## config.mk

```make
export PLATFORM = sky130hd
export DESIGN_NAME = systime_counter
export DESIGN_NICKNAME = d
export VERILOG_FILES = /design/src/rtl/systime_counter.sv
export SDC_FILE = /design/constraint.sdc
export NUM_CORES = 1
export LEC_CHECK = 0
export CORE_MARGIN = 5
export CORE_UTILIZATION = 25
export DETAILED_ROUTE_END_ITERATION = 10
export HOLD_SLACK_MARGIN = 0.15
export SYNTH_ARGS = -nofsm -noshare
export SYNTH_HDL_FRONTEND = slang
export SYNTH_SLANG_ARGS = --single-unit
```

## constraint.sdc

```tcl
create_clock -name clk -period 2.5 [get_ports clk]
set_input_delay 0.25 -clock clk [delete_from_list [all_inputs] [get_ports clk]]
set_output_delay 0.25 -clock clk [all_outputs]
set_load 0.02 [all_outputs]
```

## src/rtl/systime_counter.sv

```systemverilog
// systime_counter
//
// Owns the 64-bit system time and acts as the timesync master.
//
// Free-running behaviour:
//   - The time advances by one on every clk.
//   - It can instead take a corrected value from the upstream sync
//     command stage.
//
// Timesync behaviour:
//   - timesync_pulse_out toggles on every enabled 2^SYNC_SHIFT boundary.
//   - On request, the time of the next boundary is captured and reported.
//   - timesync_latch_out is then raised for LATCH_HOLD cycles, so every
//     node freezes its capture of that same pulse.
//
// The current-time output is named time_now because "time" is a reserved
// word in SystemVerilog.
//
// Ports:
//   clk                 system clock
//   rst                 synchronous, active-high reset
//   time_load           corrected time value (already compensated)
//   time_load_en        one-cycle strobe: load time_load
//   time_now            current system time (64 bit)
//   systime             time_now[31:0], same cycle
//   sync_en             level: enables boundary detection / pulse toggling
//   sync_latch_req      one-cycle strobe: arm a latch sequence
//   sync_busy           high while a latch sequence is in progress
//   timesync_pulse_out  toggles on each enabled boundary
//   timesync_latch_out  latch level broadcast to all nodes
//   sync_time           master time captured at the latched boundary
//   sync_time_valid     one-cycle strobe: sync_time updated
module systime_counter #(
  parameter int SYNC_SHIFT = 20,
  parameter int LATCH_HOLD = 8
) (
  input  logic        clk,
  input  logic        rst,
  input  logic [63:0] time_load,
  input  logic        time_load_en,
  output logic [63:0] time_now,
  output logic [31:0] systime,
  input  logic        sync_en,
  input  logic        sync_latch_req,
  output logic        sync_busy,
  output logic        timesync_pulse_out,
  output logic        timesync_latch_out,
  output logic [63:0] sync_time,
  output logic        sync_time_valid
);

  typedef enum logic [1:0] {
    IDLE  = 2'd0,
    ARMED = 2'd1,
    GAP   = 2'd2,
    HOLD  = 2'd3
  } state_t;

  // Counter, split into two 32-bit halves.
  //
  // carry_reg is high exactly when lo_reg == 32'hFFFFFFFF. It is set one
  // cycle ahead, from "lo_reg == 32'hFFFFFFFE" while counting, or from the
  // low word of the loaded value on a load.
  //
  // The upper half therefore increments from a registered flag, and no
  // 64-bit carry chain sits in a single path.
  logic [31:0] lo_reg, lo_next;
  logic [31:0] hi_reg, hi_next;
  logic        carry_reg, carry_next;

  always_comb begin
    lo_next    = lo_reg + 32'd1;
    hi_next    = carry_reg ? hi_reg + 32'd1 : hi_reg;
    carry_next = (lo_reg == 32'hFFFF_FFFE);
    if (time_load_en) begin
      lo_next    = time_load[31:0];
      hi_next    = time_load[63:32];
      carry_next = (time_load[31:0] == 32'hFFFF_FFFF);
    end
  end

  always_ff @(posedge clk) begin
    if (rst) begin
      lo_reg    <= 32'd0;
      hi_reg    <= 32'd0;
      carry_reg <= 1'b0;
    end else begin
      lo_reg    <= lo_next;
      hi_reg    <= hi_next;
      carry_reg <= carry_next;
    end
  end

  assign time_now = {hi_reg, lo_reg};
  assign systime  = lo_reg;

  // Boundary detect on the registered time. It is unaffected by a load in
  // the same cycle, because that load only shows up on the next cycle.
  // SYNC_SHIFT <= 31, so the low word covers the whole compare.
  logic bnd;
  assign bnd = sync_en && (lo_reg[SYNC_SHIFT-1:0] == '0);

  // Pulse toggling is independent of the latch state machine.
  logic pulse_reg;

  always_ff @(posedge clk) begin
    if (rst) begin
      pulse_reg <= 1'b0;
    end else if (bnd) begin
      pulse_reg <= ~pulse_reg;
    end
  end

  assign timesync_pulse_out = pulse_reg;

  // Latch sequencer
  state_t      state_reg, state_next;
  logic [7:0]  hold_cnt_reg, hold_cnt_next;
  logic [63:0] sync_time_reg;
  logic        valid_reg;
  logic        capture;

  always_comb begin
    state_next    = state_reg;
    hold_cnt_next = hold_cnt_reg;
    capture       = 1'b0;
    case (state_reg)
      IDLE: begin
        // A request coinciding with a boundary arms for the following one.
        if (sync_latch_req) begin
          state_next = ARMED;
        end
      end
      ARMED: begin
        if (bnd) begin
          capture    = 1'b1;
          state_next = GAP;
        end
      end
      GAP: begin
        // One dead cycle, so the latch edge follows the pulse edge
        // strictly later.
        state_next    = HOLD;
        hold_cnt_next = 8'(LATCH_HOLD);
      end
      HOLD: begin
        if (hold_cnt_reg <= 8'd1) begin
          state_next    = IDLE;
          hold_cnt_next = 8'd0;
        end else begin
          hold_cnt_next = hold_cnt_reg - 8'd1;
        end
      end
      default: begin
        state_next    = IDLE;
        hold_cnt_next = 8'd0;
      end
    endcase
  end

  always_ff @(posedge clk) begin
    if (rst) begin
      state_reg     <= IDLE;
      hold_cnt_reg  <= 8'd0;
      sync_time_reg <= 64'd0;
      valid_reg     <= 1'b0;
    end else begin
      state_reg    <= state_next;
      hold_cnt_reg <= hold_cnt_next;
      valid_reg    <= capture;
      if (capture) begin
        sync_time_reg <= time_now;
      end
    end
  end

  assign sync_busy          = (state_reg != IDLE);
  assign timesync_latch_out = (state_reg == HOLD);
  assign sync_time          = sync_time_reg;
  assign sync_time_valid    = valid_reg;

endmodule

```

==> summary.txt <==
Floorplan
  • Die Height: 180 microns
  • Core footprint: 28600 sq um
  • Std-Cell Rows: 62
  • Chip width: 180 microns
  • Die footprint: 32500 sq um
  • Num ports: 233
  • Initial Util: 25.3%

Setup path
  • Element type at the critical path end: flip-flop
  • Critical Path End: sync_time[48]$_SDFFE_PP0P_
  • Max stage delay on crit path: 0.58 ns
  • Slowest CP cell: nor4_1
  • R2R setup slack: 0.23 ns
  • Crit-path cells: nor4_1 -> nand4_1 -> nor3_2 -> buf_12 -> mux2i_1
  • Critical path peak fanout: 24
  • FF-to-FF End: sync_time[48]$_SDFFE_PP0P_
  • WS Path Type: flip-flop to flip-flop
  • Worst reg2reg startpoint: systime[8]$_SDFF_PP0_
  • Crit path launch type: flip-flop
  • Critical Path AT: 2.62 ns
  • R2r worst-path depth: 5
  • Crit. Startpoint: systime[8]$_SDFF_PP0_
  • Worst EP required: 2.85 ns

Drt
  • Antenna viol nets, final: 0
  • Post-Route WL: 24700 microns
  • Per-cell routed wire length: 17.1 microns
  • Vias/cell: 4.84
  • Via count: 6969
  • Drt drc: 0
  • DR pass1 iterations: 5
  • DR iter-0 viols: 467

Clock tree
  • Post-CTS Resized: 0
  • Setup bufs post-CTS: 0
  • Clk_lat worst skew: 0.43 ns
  • CTS root buf: clkbuf_16
  • Clock-pin slew on the worst setup and hold paths: 0.07 ns
  • CTS Hold Buffers Added: 0
  • CTS Buf Count: 17
  • Clock sink count: 141
  • Max clock buf depth: 2
  • TritonCTS clock tree: built
  • H-Tree Depth: 4

Logic synthesis
  • Post-synthesis sequential area ratio: 39.0%
  • Synth warn: 0
  • Synth unique cells: 63
  • Yosys reg bits: 141
  • Mean area per synthesized cell: 8.58 sq um
  • Synth top area share: 39.0%
  • Post-Syn Instances: 844
  • Synth async-reset ratio: 0%
  • Syn_nets: 924
  • Cell area after synthesis: 7240 sq um
  • Ys flop type: dfxtp_1
  • Post-synth EDFFs: 0
  • Cell taking the most area after synthesis: dfxtp_1
  • Synth area leaders: dfxtp_1 (39%), nand2_1 (6.8%), mux2i_1 (6.8%), buf_4 (4.4%), a311oi_1 (3.5%)

Global route
  • GRT overflow: 0
  • Initial antenna violation count: 0
  • Largest net degree at the start of global routing: 45
  • Total track usage: 14.7%
  • Vias in the first global route: 6788
  • First-pass GRT wire length: 38600 microns

Power and ir drop
  • Leak: 3.49 nW
  • Combinational power share: 18.2%
  • Sw frac: 31.6%
  • VDD IR max: 0.000357 V
  • Int Power: 4.20 mW
  • Flop pwr share: 40.6%
  • Pwr/cell area: 590 nW/um^2
  • NetSw: 1.94 mW
  • Clk network pwr share: 41.2%

Timing
  • Slew margin rel.: 51.6%
  • Setup TNS: 0 ns
  • Clock Skews: 0.0137 ns
  • RSZ-0062 raised after global routing: false
  • Final period demand of the worst path: 2.27 ns
  • Tightest Pin Transition: 0.716 ns
  • Final setup viols: 0
  • Hold Vio Cnt, Final: 0
  • Max Freq: 440 MHz
  • Period utilization: 91.0%
  • Pins over their slew limit: 0

Final layout
  • Filler cell count in the final layout: 2900
  • Number of flip-flops in the largest register: 64
  • Layout cells sized above 1: 8.24%
  • Area of the multi-input gates: 3820 sq um
  • Layout Nets: 1123
  • Area delta synth->final: 43.7%
  • FF+latch area: 2820 sq um
  • Final core occ: 36.4%

Placement
  • PortBufs: 232
  • Gp weighted congestion: 0.782
  • HPWL Detailed: 18700 microns

Hold path
  • Hold Path Stages: 2
  • Hold Path Class: input port to flip-flop

Job
  • Max_cap viols: 0

Outcome
  • Status: finished, final reports clean
==> worst min-delay path by stage <==
stage,end,start,slack [ns]
final,hi_reg[1]$_SDFFE_PP0P_,rst,0.16
after global routing,hi_reg[1]$_SDFFE_PP0P_,rst,0.16
after CTS,hi_reg[1]$_SDFFE_PP0P_,rst,0.15
after detailed placement,sync_time[18]$_SDFFE_PP0P_,sync_time[18]$_SDFFE_PP0P_,0.45
after global placement,sync_time[2]$_SDFFE_PP0P_,sync_time[2]$_SDFFE_PP0P_,0.44
after floorplan,hi_reg[3]$_SDFFE_PP0P_,time_load[35],0.39
==> placed cells by master, fill, tap and decap left out, types with 4 or more instances in the layout <==
master           synthesis  layout
ha_1                    11      11
or4_1                   23      23
a311oi_1                29      29
nand4_1                 28      28
inv_6                    0       4
xor2_1                  11      11
o31ai_1                 18      18
nand2_1                132     132
nor2_1                  54      54
dfxtp_1                141     141
or3_1                   17      17
nand3_1                 22      22
clkdlybuf4s50_1          0     231
nor3_1                  16      15
mux2i_1                 49      49
nor4_1                  19      19
buf_12                   0       4
a21oi_1                 19      19
clkbuf_16                0      17
nor2b_1                  4       4
and4_1                  10      10
a31oi_1                  7       7
xnor2_1                 12      12
and2_1                  21      21
or2_2                    4       4
buf_4                   42      32
o21ai_0                 19      19
inv_1                   16      16
o211a_1                  4       4
inv_8                    0       5
a211oi_1                17      17
==> logic make-up after synthesis <==
logic type      after synthesis  synth area share [%]
simple gates                378                  27.5
flops                       141                  39.0
mux                          49                  6.77
fa+ha+maj                    11                  1.90
compound gates              136                  13.7
xor+xnor                     23                  2.78
buf+inv                     106                  8.38
==> power groups by stage <==
stage	Sequential, mW	Combinational [mW]	Clock, mW
after floorplan	2.59	0.563	0
after global placement	2.54	1.11	0
after detailed placement	2.55	1.12	0
after CTS	2.50	1.13	2.60
after global routing	2.52	1.21	2.69
final	2.49	1.12	2.53
==> layout make-up <==
cell class              instances  area share [%]
diodes                          1          0.0240
repair buffers                268            25.3
inverters                      18           0.661
clock inverters                14            1.44
multi-input cells             597            36.7
flip-flops and latches        141            27.1
well taps                     384            4.61
clock buffers                  18            4.12
==> synthesized netlist by cell type, types with 7 or more instances <==
master      n
a211oi_1   17
a21oi_1    19
a311oi_1   29
a31oi_1     7
and2_1     21
and4_1     10
buf_4      42
clkbuf_1   36
dfxtp_1   141
ha_1       11
inv_1      16
mux2i_1    49
nand2_1   132
nand3_1    22
nand4_1    28
nor2_1     54
nor3_1     16
nor4_1     19
o21ai_0    19
o31ai_1    18
or3_1      17
or4_1      23
xnor2_1    12
xor2_1     11
==> stage by stage <==
stage               total power [mW]  hold slack [ns]  cells  setup slack, ns  instance area (sq um)
detailed placement              3.66            0.445   1408            0.159                   9830
CTS                             6.22            0.153   1440            0.280                  10400
finish                          6.14            0.159   1441            0.226                  10400
global route                    6.42            0.162   1440            0.117                  10400
floorplan                       3.15            0.388    844            0.216                   7240
global placement                3.66            0.441   1408            0.278                   9830
==> per-layer routing <==
layer  share of wire [%]  wire length [microns]  global-route usage [%]
met3                 6.2                   1530                    4.36
met2                  49                  12000                    24.9
met4                 1.1                    278                    3.54
met5                   0                      0                       0
met1                  44                  10900                    18.5
==> critical path, delay by kind of cell, from the launching register on <==
kind / cells / cell delay, ns
buffers and inverters: 1 / 0.25
flip-flops: 1 / 0.44
multiplexers: 1 / 0.22
AND/OR/NAND/NOR: 3 / 1.24
No activity file was read; power rests on OpenSTA's default activity.
